<file path="config.mk">
export PLATFORM = sky130hd
export DESIGN_NAME = reg_rd_flat
export DESIGN_NICKNAME = d
export VERILOG_FILES = /design/src/rtl/reg_rd_if.sv /design/src/rtl/reg_rd.sv /design/src/flat_wrapper.sv
export SDC_FILE = /design/constraint.sdc
export NUM_CORES = 1
export LEC_CHECK = 0
export ABC_AREA = 1
export BUFFER_PORTS_ARGS = -buffer_cell sky130_fd_sc_hd__buf_2
export CAP_MARGIN = 20
export CORE_ASPECT_RATIO = 2
export CORE_MARGIN = 5
export CORE_UTILIZATION = 49
export DETAILED_ROUTE_END_ITERATION = 10
export GPL_ROUTABILITY_DRIVEN = 0
export PLACE_DENSITY = 0.89
export SYNTH_ARGS = -nofsm -noshare
export SYNTH_HDL_FRONTEND = slang
export SYNTH_SLANG_ARGS = --single-unit
</file>
<file path="constraint.sdc">
create_clock -name CLK_RD -period 2.1 [get_ports CLK_RD]
set_input_delay 0.315 -clock CLK_RD [delete_from_list [all_inputs] [get_ports CLK_RD]]
set_output_delay 0.315 -clock CLK_RD [all_outputs]
set_load 0.02 [all_outputs]
</file>
<file path="src/rtl/reg_rd_if.sv">
// reg_rd_if: the decode-to-execute bus of the operand-read stage.
//
// Carries the decoded instruction into the stage (IN_*) and the issued
// operands out of it (OUT_*, OP_*). Every signal keeps its stage port name.
//
// Handshake: each side transfers only on a cycle where its VALID and READY
// are both high at the rising edge. VALID does not depend on READY. The
// producer holds VALID and payload stable until that transfer happens.
// IN_READY is combinational in this stage and may drop for hazards or FLUSH.
//
// Modports
//   master : decode/execute environment (drives instruction, consumes operands)
//   slave  : the reg_rd stage
interface reg_rd_if #(
    parameter int DATA_W = 16
);
    logic              IN_VALID;
    logic              IN_READY;
    logic              USE_A;
    logic              USE_B;
    logic [2:0]        N_REG_A;
    logic [2:0]        N_REG_B;
    logic              DST_WEN;
    logic [2:0]        N_REG_DST;
    logic              OUT_VALID;
    logic              OUT_READY;
    logic [DATA_W-1:0] OP_A;
    logic [DATA_W-1:0] OP_B;
    logic              OUT_DST_WEN;
    logic [2:0]        OUT_N_DST;

    modport master (
        output IN_VALID, USE_A, USE_B, N_REG_A, N_REG_B, DST_WEN, N_REG_DST, OUT_READY,
        input  IN_READY, OUT_VALID, OP_A, OP_B, OUT_DST_WEN, OUT_N_DST
    );

    modport slave (
        input  IN_VALID, USE_A, USE_B, N_REG_A, N_REG_B, DST_WEN, N_REG_DST, OUT_READY,
        output IN_READY, OUT_VALID, OP_A, OP_B, OUT_DST_WEN, OUT_N_DST
    );
endinterface

</file>
<file path="src/rtl/reg_rd.sv">
// reg_rd: operand-read stage on the read side of the 8 x DATA_W register file.
//
// Accepts a decoded instruction, reads its two source operands (forwarding the
// same-cycle write-back value when BYPASS_EN=1), tracks outstanding writes in
// a pending scoreboard so a stale operand is never issued, and presents the
// result to execute through a one-entry output register.
//
// Ports
//   CLK_RD        stage clock, rising edge
//   RESET         asynchronous, active-high; clears all state
//   REG_0..REG_7  register file contents (value before this cycle's write)
//   WB_REG_WEN    write-back strobe
//   WB_N_REG      write-back register index
//   WB_REG_IN     write-back data
//   FLUSH         synchronous discard of the held instruction
//   PEND          scoreboard, bit i = write to REG_i outstanding
//   bus           reg_rd_if.slave: instruction in, operands out
module reg_rd #(
    parameter int DATA_W    = 16,
    parameter bit BYPASS_EN = 1'b1
) (
    input  logic              CLK_RD,
    input  logic              RESET,
    input  logic [DATA_W-1:0] REG_0,
    input  logic [DATA_W-1:0] REG_1,
    input  logic [DATA_W-1:0] REG_2,
    input  logic [DATA_W-1:0] REG_3,
    input  logic [DATA_W-1:0] REG_4,
    input  logic [DATA_W-1:0] REG_5,
    input  logic [DATA_W-1:0] REG_6,
    input  logic [DATA_W-1:0] REG_7,
    input  logic              WB_REG_WEN,
    input  logic [2:0]        WB_N_REG,
    input  logic [DATA_W-1:0] WB_REG_IN,
    input  logic              FLUSH,
    output logic [7:0]        PEND,
    reg_rd_if.slave           bus
);
    logic [DATA_W-1:0] regs [8];

    logic              out_valid_q,   out_valid_d;
    logic [DATA_W-1:0] op_a_q,        op_a_d;
    logic [DATA_W-1:0] op_b_q,        op_b_d;
    logic              out_dst_wen_q, out_dst_wen_d;
    logic [2:0]        out_n_dst_q,   out_n_dst_d;
    logic [7:0]        pend_q,        pend_d;

    logic match_a, match_b, match_dst;
    logic hazard, in_ready, accept;

    assign regs[0] = REG_0;
    assign regs[1] = REG_1;
    assign regs[2] = REG_2;
    assign regs[3] = REG_3;
    assign regs[4] = REG_4;
    assign regs[5] = REG_5;
    assign regs[6] = REG_6;
    assign regs[7] = REG_7;

    always_comb begin
        match_a   = WB_REG_WEN && (WB_N_REG == bus.N_REG_A);
        match_b   = WB_REG_WEN && (WB_N_REG == bus.N_REG_B);
        match_dst = WB_REG_WEN && (WB_N_REG == bus.N_REG_DST);

        // A pending source is only safe if this cycle's write-back delivers it.
        // A pending destination is safe only if its write retires this cycle,
        // keeping at most one outstanding write per register.
        hazard = (bus.USE_A   && pend_q[bus.N_REG_A]   && !(BYPASS_EN && match_a))
              || (bus.USE_B   && pend_q[bus.N_REG_B]   && !(BYPASS_EN && match_b))
              || (bus.DST_WEN && pend_q[bus.N_REG_DST] && !match_dst);

        in_ready = !FLUSH && !hazard && (!out_valid_q || bus.OUT_READY);
        accept   = bus.IN_VALID && in_ready;
    end

    always_comb begin
        out_valid_d   = out_valid_q;
        op_a_d        = op_a_q;
        op_b_d        = op_b_q;
        out_dst_wen_d = out_dst_wen_q;
        out_n_dst_d   = out_n_dst_q;
        pend_d        = pend_q;

        if (FLUSH) begin
            out_valid_d = 1'b0;
        end else if (accept) begin
            out_valid_d   = 1'b1;
            op_a_d        = (BYPASS_EN && match_a) ? WB_REG_IN : regs[bus.N_REG_A];
            op_b_d        = (BYPASS_EN && match_b) ? WB_REG_IN : regs[bus.N_REG_B];
            out_dst_wen_d = bus.DST_WEN;
            out_n_dst_d   = bus.N_REG_DST;
        end else if (bus.OUT_READY) begin
            out_valid_d = 1'b0;
        end

        // Clears first, set last, so a new reservation wins over a same-cycle clear.
        if (WB_REG_WEN) begin
            pend_d[WB_N_REG] = 1'b0;
        end
        if (FLUSH && out_valid_q && out_dst_wen_q) begin
            pend_d[out_n_dst_q] = 1'b0;
        end
        if (accept && bus.DST_WEN) begin
            pend_d[bus.N_REG_DST] = 1'b1;
        end
    end

    always_ff @(posedge CLK_RD or posedge RESET) begin
        if (RESET) begin
            out_valid_q   <= 1'b0;
            op_a_q        <= '0;
            op_b_q        <= '0;
            out_dst_wen_q <= 1'b0;
            out_n_dst_q   <= 3'd0;
            pend_q        <= 8'h00;
        end else begin
            out_valid_q   <= out_valid_d;
            op_a_q        <= op_a_d;
            op_b_q        <= op_b_d;
            out_dst_wen_q <= out_dst_wen_d;
            out_n_dst_q   <= out_n_dst_d;
            pend_q        <= pend_d;
        end
    end

    assign bus.IN_READY    = in_ready;
    assign bus.OUT_VALID   = out_valid_q;
    assign bus.OP_A        = op_a_q;
    assign bus.OP_B        = op_b_q;
    assign bus.OUT_DST_WEN = out_dst_wen_q;
    assign bus.OUT_N_DST   = out_n_dst_q;
    assign PEND            = pend_q;
endmodule

</file>
<file path="src/flat_wrapper.sv">
// flat-port wrapper written by rule: the top's interface ports become plain ports
module reg_rd_flat 
#(
    parameter int DATA_W    = 16,
    parameter bit BYPASS_EN = 1'b1
)
  (CLK_RD, RESET, REG_0, REG_1, REG_2, REG_3, REG_4, REG_5, REG_6, REG_7, WB_REG_WEN, WB_N_REG, WB_REG_IN, FLUSH, PEND, bus_IN_VALID, bus_USE_A, bus_USE_B, bus_N_REG_A, bus_N_REG_B, bus_DST_WEN, bus_N_REG_DST, bus_OUT_READY, bus_IN_READY, bus_OUT_VALID, bus_OP_A, bus_OP_B, bus_OUT_DST_WEN, bus_OUT_N_DST);
  reg_rd_if #(.DATA_W(DATA_W)) bus_i ();
  input  logic CLK_RD;
  input  logic RESET;
  input  logic [DATA_W-1:0] REG_0;
  input  logic [DATA_W-1:0] REG_1;
  input  logic [DATA_W-1:0] REG_2;
  input  logic [DATA_W-1:0] REG_3;
  input  logic [DATA_W-1:0] REG_4;
  input  logic [DATA_W-1:0] REG_5;
  input  logic [DATA_W-1:0] REG_6;
  input  logic [DATA_W-1:0] REG_7;
  input  logic WB_REG_WEN;
  input  logic [2:0] WB_N_REG;
  input  logic [DATA_W-1:0] WB_REG_IN;
  input  logic FLUSH;
  output logic [7:0] PEND;
  input wire logic [$bits(bus_i.IN_VALID)-1:0] bus_IN_VALID;
  input wire logic [$bits(bus_i.USE_A)-1:0] bus_USE_A;
  input wire logic [$bits(bus_i.USE_B)-1:0] bus_USE_B;
  input wire logic [$bits(bus_i.N_REG_A)-1:0] bus_N_REG_A;
  input wire logic [$bits(bus_i.N_REG_B)-1:0] bus_N_REG_B;
  input wire logic [$bits(bus_i.DST_WEN)-1:0] bus_DST_WEN;
  input wire logic [$bits(bus_i.N_REG_DST)-1:0] bus_N_REG_DST;
  input wire logic [$bits(bus_i.OUT_READY)-1:0] bus_OUT_READY;
  output wire logic [$bits(bus_i.IN_READY)-1:0] bus_IN_READY;
  output wire logic [$bits(bus_i.OUT_VALID)-1:0] bus_OUT_VALID;
  output wire logic [$bits(bus_i.OP_A)-1:0] bus_OP_A;
  output wire logic [$bits(bus_i.OP_B)-1:0] bus_OP_B;
  output wire logic [$bits(bus_i.OUT_DST_WEN)-1:0] bus_OUT_DST_WEN;
  output wire logic [$bits(bus_i.OUT_N_DST)-1:0] bus_OUT_N_DST;
  assign bus_i.IN_VALID = bus_IN_VALID;
  assign bus_i.USE_A = bus_USE_A;
  assign bus_i.USE_B = bus_USE_B;
  assign bus_i.N_REG_A = bus_N_REG_A;
  assign bus_i.N_REG_B = bus_N_REG_B;
  assign bus_i.DST_WEN = bus_DST_WEN;
  assign bus_i.N_REG_DST = bus_N_REG_DST;
  assign bus_i.OUT_READY = bus_OUT_READY;
  assign bus_IN_READY = bus_i.IN_READY;
  assign bus_OUT_VALID = bus_i.OUT_VALID;
  assign bus_OP_A = bus_i.OP_A;
  assign bus_OP_B = bus_i.OP_B;
  assign bus_OUT_DST_WEN = bus_i.OUT_DST_WEN;
  assign bus_OUT_N_DST = bus_i.OUT_N_DST;
  reg_rd #(.DATA_W(DATA_W), .BYPASS_EN(BYPASS_EN)) u_core (.CLK_RD(CLK_RD), .RESET(RESET), .REG_0(REG_0), .REG_1(REG_1), .REG_2(REG_2), .REG_3(REG_3), .REG_4(REG_4), .REG_5(REG_5), .REG_6(REG_6), .REG_7(REG_7), .WB_REG_WEN(WB_REG_WEN), .WB_N_REG(WB_N_REG), .WB_REG_IN(WB_REG_IN), .FLUSH(FLUSH), .PEND(PEND), .bus(bus_i));
endmodule
</file>
### After elaboration in Yosys (flattened, before gate mapping)

Cells that the tools add are included.

* flip-flop bits (word level): 45
* input bits: 165
* output and inout port bits: 46
* word-level logic and storage cells: 82

* magnitude comparators: 10
* equality and inequality tests: 3
* mux-type cells: 26
* bitwise gates (word level): 8
* reductions and logical operators: 29

Operator list (number)
* $bmux 16 s3: 2
* $mux 16: 6
* $mux 8: 3
* $lt 3x4->1 const B: 5
* $logic_and 1x1->1: 18
* $and 8x8->8: 2
* $not 8->8: 2
* $bmux 1 s3: 3
* $demux 1 s3: 3
* $eq 3x3->1: 3
* $ge 3x1->1 const B: 3
* $mux 1: 9
* $ge 4x4->1 const B: 2
* $not 3->4: 2
* $or 8x8->8: 1
* $logic_not 1->1: 6
* $logic_or 1x1->1: 3
* $reduce_bool 3->1: 1
* $reduce_and 2->1: 1
* $not 1->1: 1

### Depth between registers and ports, before layout

* word-level depth: 12
* depth in mapped cells: 15

### Least setup slack after synthesis

OpenSTA, ideal clock, no wires.

* kind: input to output
* start: in bus_N_REG_B[2]
* end: out bus_IN_READY
* data arrival time: 1.451 ns
* data required time: 1.785 ns
* slack: 0.334 ns
* stages: 11
* path buffers: 2
* path through: buf_2 > clkinv_2 > nand2_1 > nand2_1 > nand2_1 > nor2_4 > nor2_1 > nand2_1 > nand2_2 > nor2_8 > buf_2

* word-level cells in the longest chain between the ends: 9

Ends and longest elaborated chain
* from (decl): line flat_wrapper.sv:28 `input wire logic [$bits(bus_i.N_REG_B)-1:0] bus_N_REG_B;`
* $bmux 1 s3 / $eq 3x3->1 (equally long branches): line reg_rd.sv:69, reg_rd.sv:62
* $mux 1 (not written as such) / $logic_and 1x1->1 (equally long branches): line reg_rd.sv:69, reg_rd.sv:62
* $logic_and 1x1->1 / $logic_not 1->1 (equally long branches): line reg_rd.sv:69 `|| (bus.USE_B && pend_q[bus.N_REG_B] && !(BYPASS_EN && match_b))`
* $logic_and 1x1->1 *: line reg_rd.sv:69
* $logic_or 1x1->1 *: line reg_rd.sv:69
* $logic_or 1x1->1 *: line reg_rd.sv:70 `|| (bus.DST_WEN && pend_q[bus.N_REG_DST] && !match_dst);`
* $logic_not 1->1 *: line reg_rd.sv:72 `in_ready = !FLUSH && !hazard && (!out_valid_q || bus.OUT_READY);`
* $logic_and 1x1->1 * (2 in series): line reg_rd.sv:72
* to (decl): line flat_wrapper.sv:32 `output wire logic [$bits(bus_i.IN_READY)-1:0] bus_IN_READY;`

Mark *: on every way between the ends. The rest lies on a longest branch, timed or not. The select of a mux whose other input is x is not followed.

### Final worst setup path

* start: reg u_core.pend_q[5], in the netlist u_core.PEND[5]
* end: out bus_IN_READY

* word-level cells in the longest chain between the ends: 9

Ends and longest elaborated chain
* from (decl): line reg_rd.sv:46 `logic [7:0] pend_q, pend_d;`
* from (signal assigned): line reg_rd.sv:122 `pend_q <= pend_d;`
* $bmux 1 s3 (on tied branches): line reg_rd.sv:68, reg_rd.sv:69
* $mux 1 (on tied branches): line reg_rd.sv:68, reg_rd.sv:69
* $logic_and 1x1->1 (on tied branches) (2 in series): line reg_rd.sv:68, reg_rd.sv:69
* $logic_or 1x1->1: line reg_rd.sv:69
* $logic_or 1x1->1 *: line reg_rd.sv:70
* $logic_not 1->1 *: line reg_rd.sv:72
* $logic_and 1x1->1 * (2 in series): line reg_rd.sv:72

Marks and branches as above.

==> summary.txt <==
max cap viols: 0
Synth Cell Area: 4905 µm²
crit path DAT: 1610 ps
Setup Skew: 4.029 ps
Yosys cell types: 24
Syn Area/Cell: 5.426 µm²
Die ar.: 12,230 µm²
status: finished clean
Post-Route M1 WL: 6.903 mm
# IOs: 211
cts bufs inserted: 5
vias: 7,159
yosys warns: 0
Synth Instances: 904
Layout Utilization: 0.6372
WP depth: 10
chip width: 80.75 µm
critical path peak fanout: 5
CP max stage delay: 470 ps
RSZ-0062 raised after global routing: no
initial antenna violation count: 3
Startpoint Class: flip-flop
DR pass1 iterations: 5
register area share after synthesis: 0.2296
Final Instance Count excl. Fillers: 1,215
Root Driver: clkbuf_16
clk slew on worst S/H paths: 60 ps
Core Footprint: 9763 µm²
DRC: 0
Slew @ Worst Pin: 575.4 ps
Max clock buf depth: 2
DP HPWL: 15.34 mm
Final setup viols: 0
share of cells above drive strength 1: 0.2407
Highest Signal Layer: met4
Fillers: 978
Synth Net Count: 1,069
Critical Path RT: 1780 ps
Hold Path Class: input port to asynchronous set/reset pin
PwrDens: 595.1 nW/µm²
Worst path top cell family by delay: simple AND/OR/NAND/NOR gates
post-route design area: 6221 µm²
CP endpoint kind: output port
r2r worst-path depth: 14
Detail Route Antenna Nets: 0
period utilization: 0.9174
nets: 1,244
Clock Latency Late Sink: 290 ps
Die Ht: 151.5 µm
DP Area: 6048 µm²
first-pass GRT wire length: 30.71 mm
area growth from synthesis to layout: 26.84%
most used cell, CP: nand2_1
largest net degree at the start of global routing: 65
CTS tree: built
post-placement setup slack: 223.1 ps
CP max-delay cell: dfrtp_1
vias in the first global route: 6,374
Initial Utilization: 0.5024
Post-Route WL: 20.25 mm
fmax: 0.5191 GHz
H-tree depth: 2
post-DR wirelength/cell: 16.67 µm
Final Hold Fails: 0
clock sinks: 45
Final min period: 1926 ps
Initial DRC Count: 801
fin worst setup slack: 173.5 ps
count of final max-slew check failures: 0
hold_ws: 150.5 ps
max_slew headroom: 0.6164
Peak VDD IR: 901.8 µV
Via density: 5.892
Setup Crit Path Kind: flip-flop to output port
Tot Pwr: 3.702 mW
routed length on met3: 2.136 mm
worst path cell trace: inv_1 -> nand2_1 -> nand2_1 -> nor2_1 -> nor2_1 -> nand2_1 -> nand2_1 -> nand2_2 -> nor2_8 -> buf_2
Critical path buffers and inverters: 2
Leakage Power: 3.384 nW
setup_tns: 0 ps
I/O Buffers: 210
placed cell count: 1,201
GRT Overall Usage: 0.3183
grt total ovfl: 0
met2 WL: 9.879 mm
row cnt: 51
register bit total from synthesis: 45
-- worst paths after layout --
kind,from,to,slack (ps)
worst min-delay path,RESET,u_core.bus.OP_A[1],150
worst min register to register,u_core.bus.OP_A[13],u_core.bus.OP_A[13],480
worst max-delay path,u_core.PEND[5],bus_IN_READY,170
worst max register to register,u_core.PEND[5],u_core.bus.OP_B[15],300
max in group asynchronous,RESET,u_core.PEND[0],1540
min in group CLK_RD,bus_OUT_READY,u_core.bus.OUT_VALID,220
-- logic make-up (layout without fill, tap and decap cells) --
group	after synthesis	count (layout)	synth area share
simple gates	558	558	0.4559
compound gates	205	205	0.2311
buf+inv	96	272	0.08342
flops	45	45	0.2296
other cells	0	3	0
-- timing repair --
| item | in CTS | in global routing |
|---|---|---|
| hold endpoints to repair | 0 | 0 |
| endpoints found under the setup margin | 0 | 1 |
| setup buffers | 0 | 3 |
| gates resized for setup | 0 | 0 |
| hold buffers | 0 | 0 |
-- worst register-to-register path: cells and delay by family (launching register included) --
kind	cells	cell delay, ps
flip-flops	1	470
AND/OR/NAND/NOR	11	790
buffers and inverters	3	430
-- registers in the layout, indices dropped and copies added, names as in the netlist --
name                    count
u_core.bus.OUT_DST_WEN      1
u_core.bus.OUT_N_DST        3
u_core.PEND                 8
u_core.bus.OUT_VALID        1
u_core.bus.OP_A            16
u_core.bus.OP_B            16
-- cell usage after synthesis --
library cell	count	area, µm²
o22ai_1	64	400.4
inv_1	16	60.06
buf_4	1	7.510
nor2_4	1	11.26
o221ai_1	4	35.03
o21ai_0	128	640.6
o211ai_1	4	30.03
clkinv_2	1	5.000
buf_2	17	85.08
nor2_8	1	20.02
inv_2	9	33.78
nor3_1	7	35.03
clkbuf_1	45	168.9
dfrtp_1	45	1126
o31ai_1	1	7.510
buf_6	3	33.78
nand3_1	61	305.3
nand2_1	330	1239
a21oi_1	3	15.01
nor2_1	145	544.3
o21ai_1	1	5.000
buf_1	4	15.01
nand4_1	11	68.82
nand2_2	2	12.51
-- cell usage in the layout (no fill, tap or decap) --
cell type   synthesis  final
nand2_1           330    330
buf_2              17    210
nor2_1            145    145
o21ai_0           128    128
o22ai_1            64     64
nand3_1            61     61
dfrtp_1            45     45
buf_4               1     24
inv_1              16     15
nand4_1            11     11
inv_2               9      9
nor3_1              7      7
clkbuf_16           0      5
o221ai_1            4      4
o211ai_1            4      4
buf_12              0      4
diode_2             0      3
a21oi_1             3      3
clkinv_2            1      3
nand2_2             2      2
nor2_4              1      1
nor2_8              1      1
o31ai_1             1      1
o21ai_1             1      1
clkinv_1            0      1
clkinvlp_4          0      1
-- power by group --
group / switching [mW] / internal [mW] / total [mW]
clock: 0.323 / 0.436 / 0.759
combinational: 1.11 / 0.600 / 1.71
sequential: 0.174 / 1.06 / 1.24
total: 1.60 / 2.10 / 3.70
-- area by class of cell --
class | instances | area [µm²] | share of cell area
flip-flops and latches | 45 | 1126 | 0.1810
inverters | 26 | 98.84 | 0.01589
clock buffers | 5 | 125.1 | 0.02011
multi-input cells | 763 | 3369 | 0.5416
repair buffers | 238 | 1311 | 0.2108
diodes | 3 | 7.507 | 0.001207
clock inverters | 3 | 17.52 | 0.002816
well taps | 132 | 165.2 | 0.02655
-- layer usage --
metal  vias to the layer above  track usage
met2                       547       0.5328
li1                       3351            -
met5                         -            0
met3                       107      0.03787
met1                      3154       0.3777
met4                         0       0.2073
No activity file was read; power rests on OpenSTA's default activity.
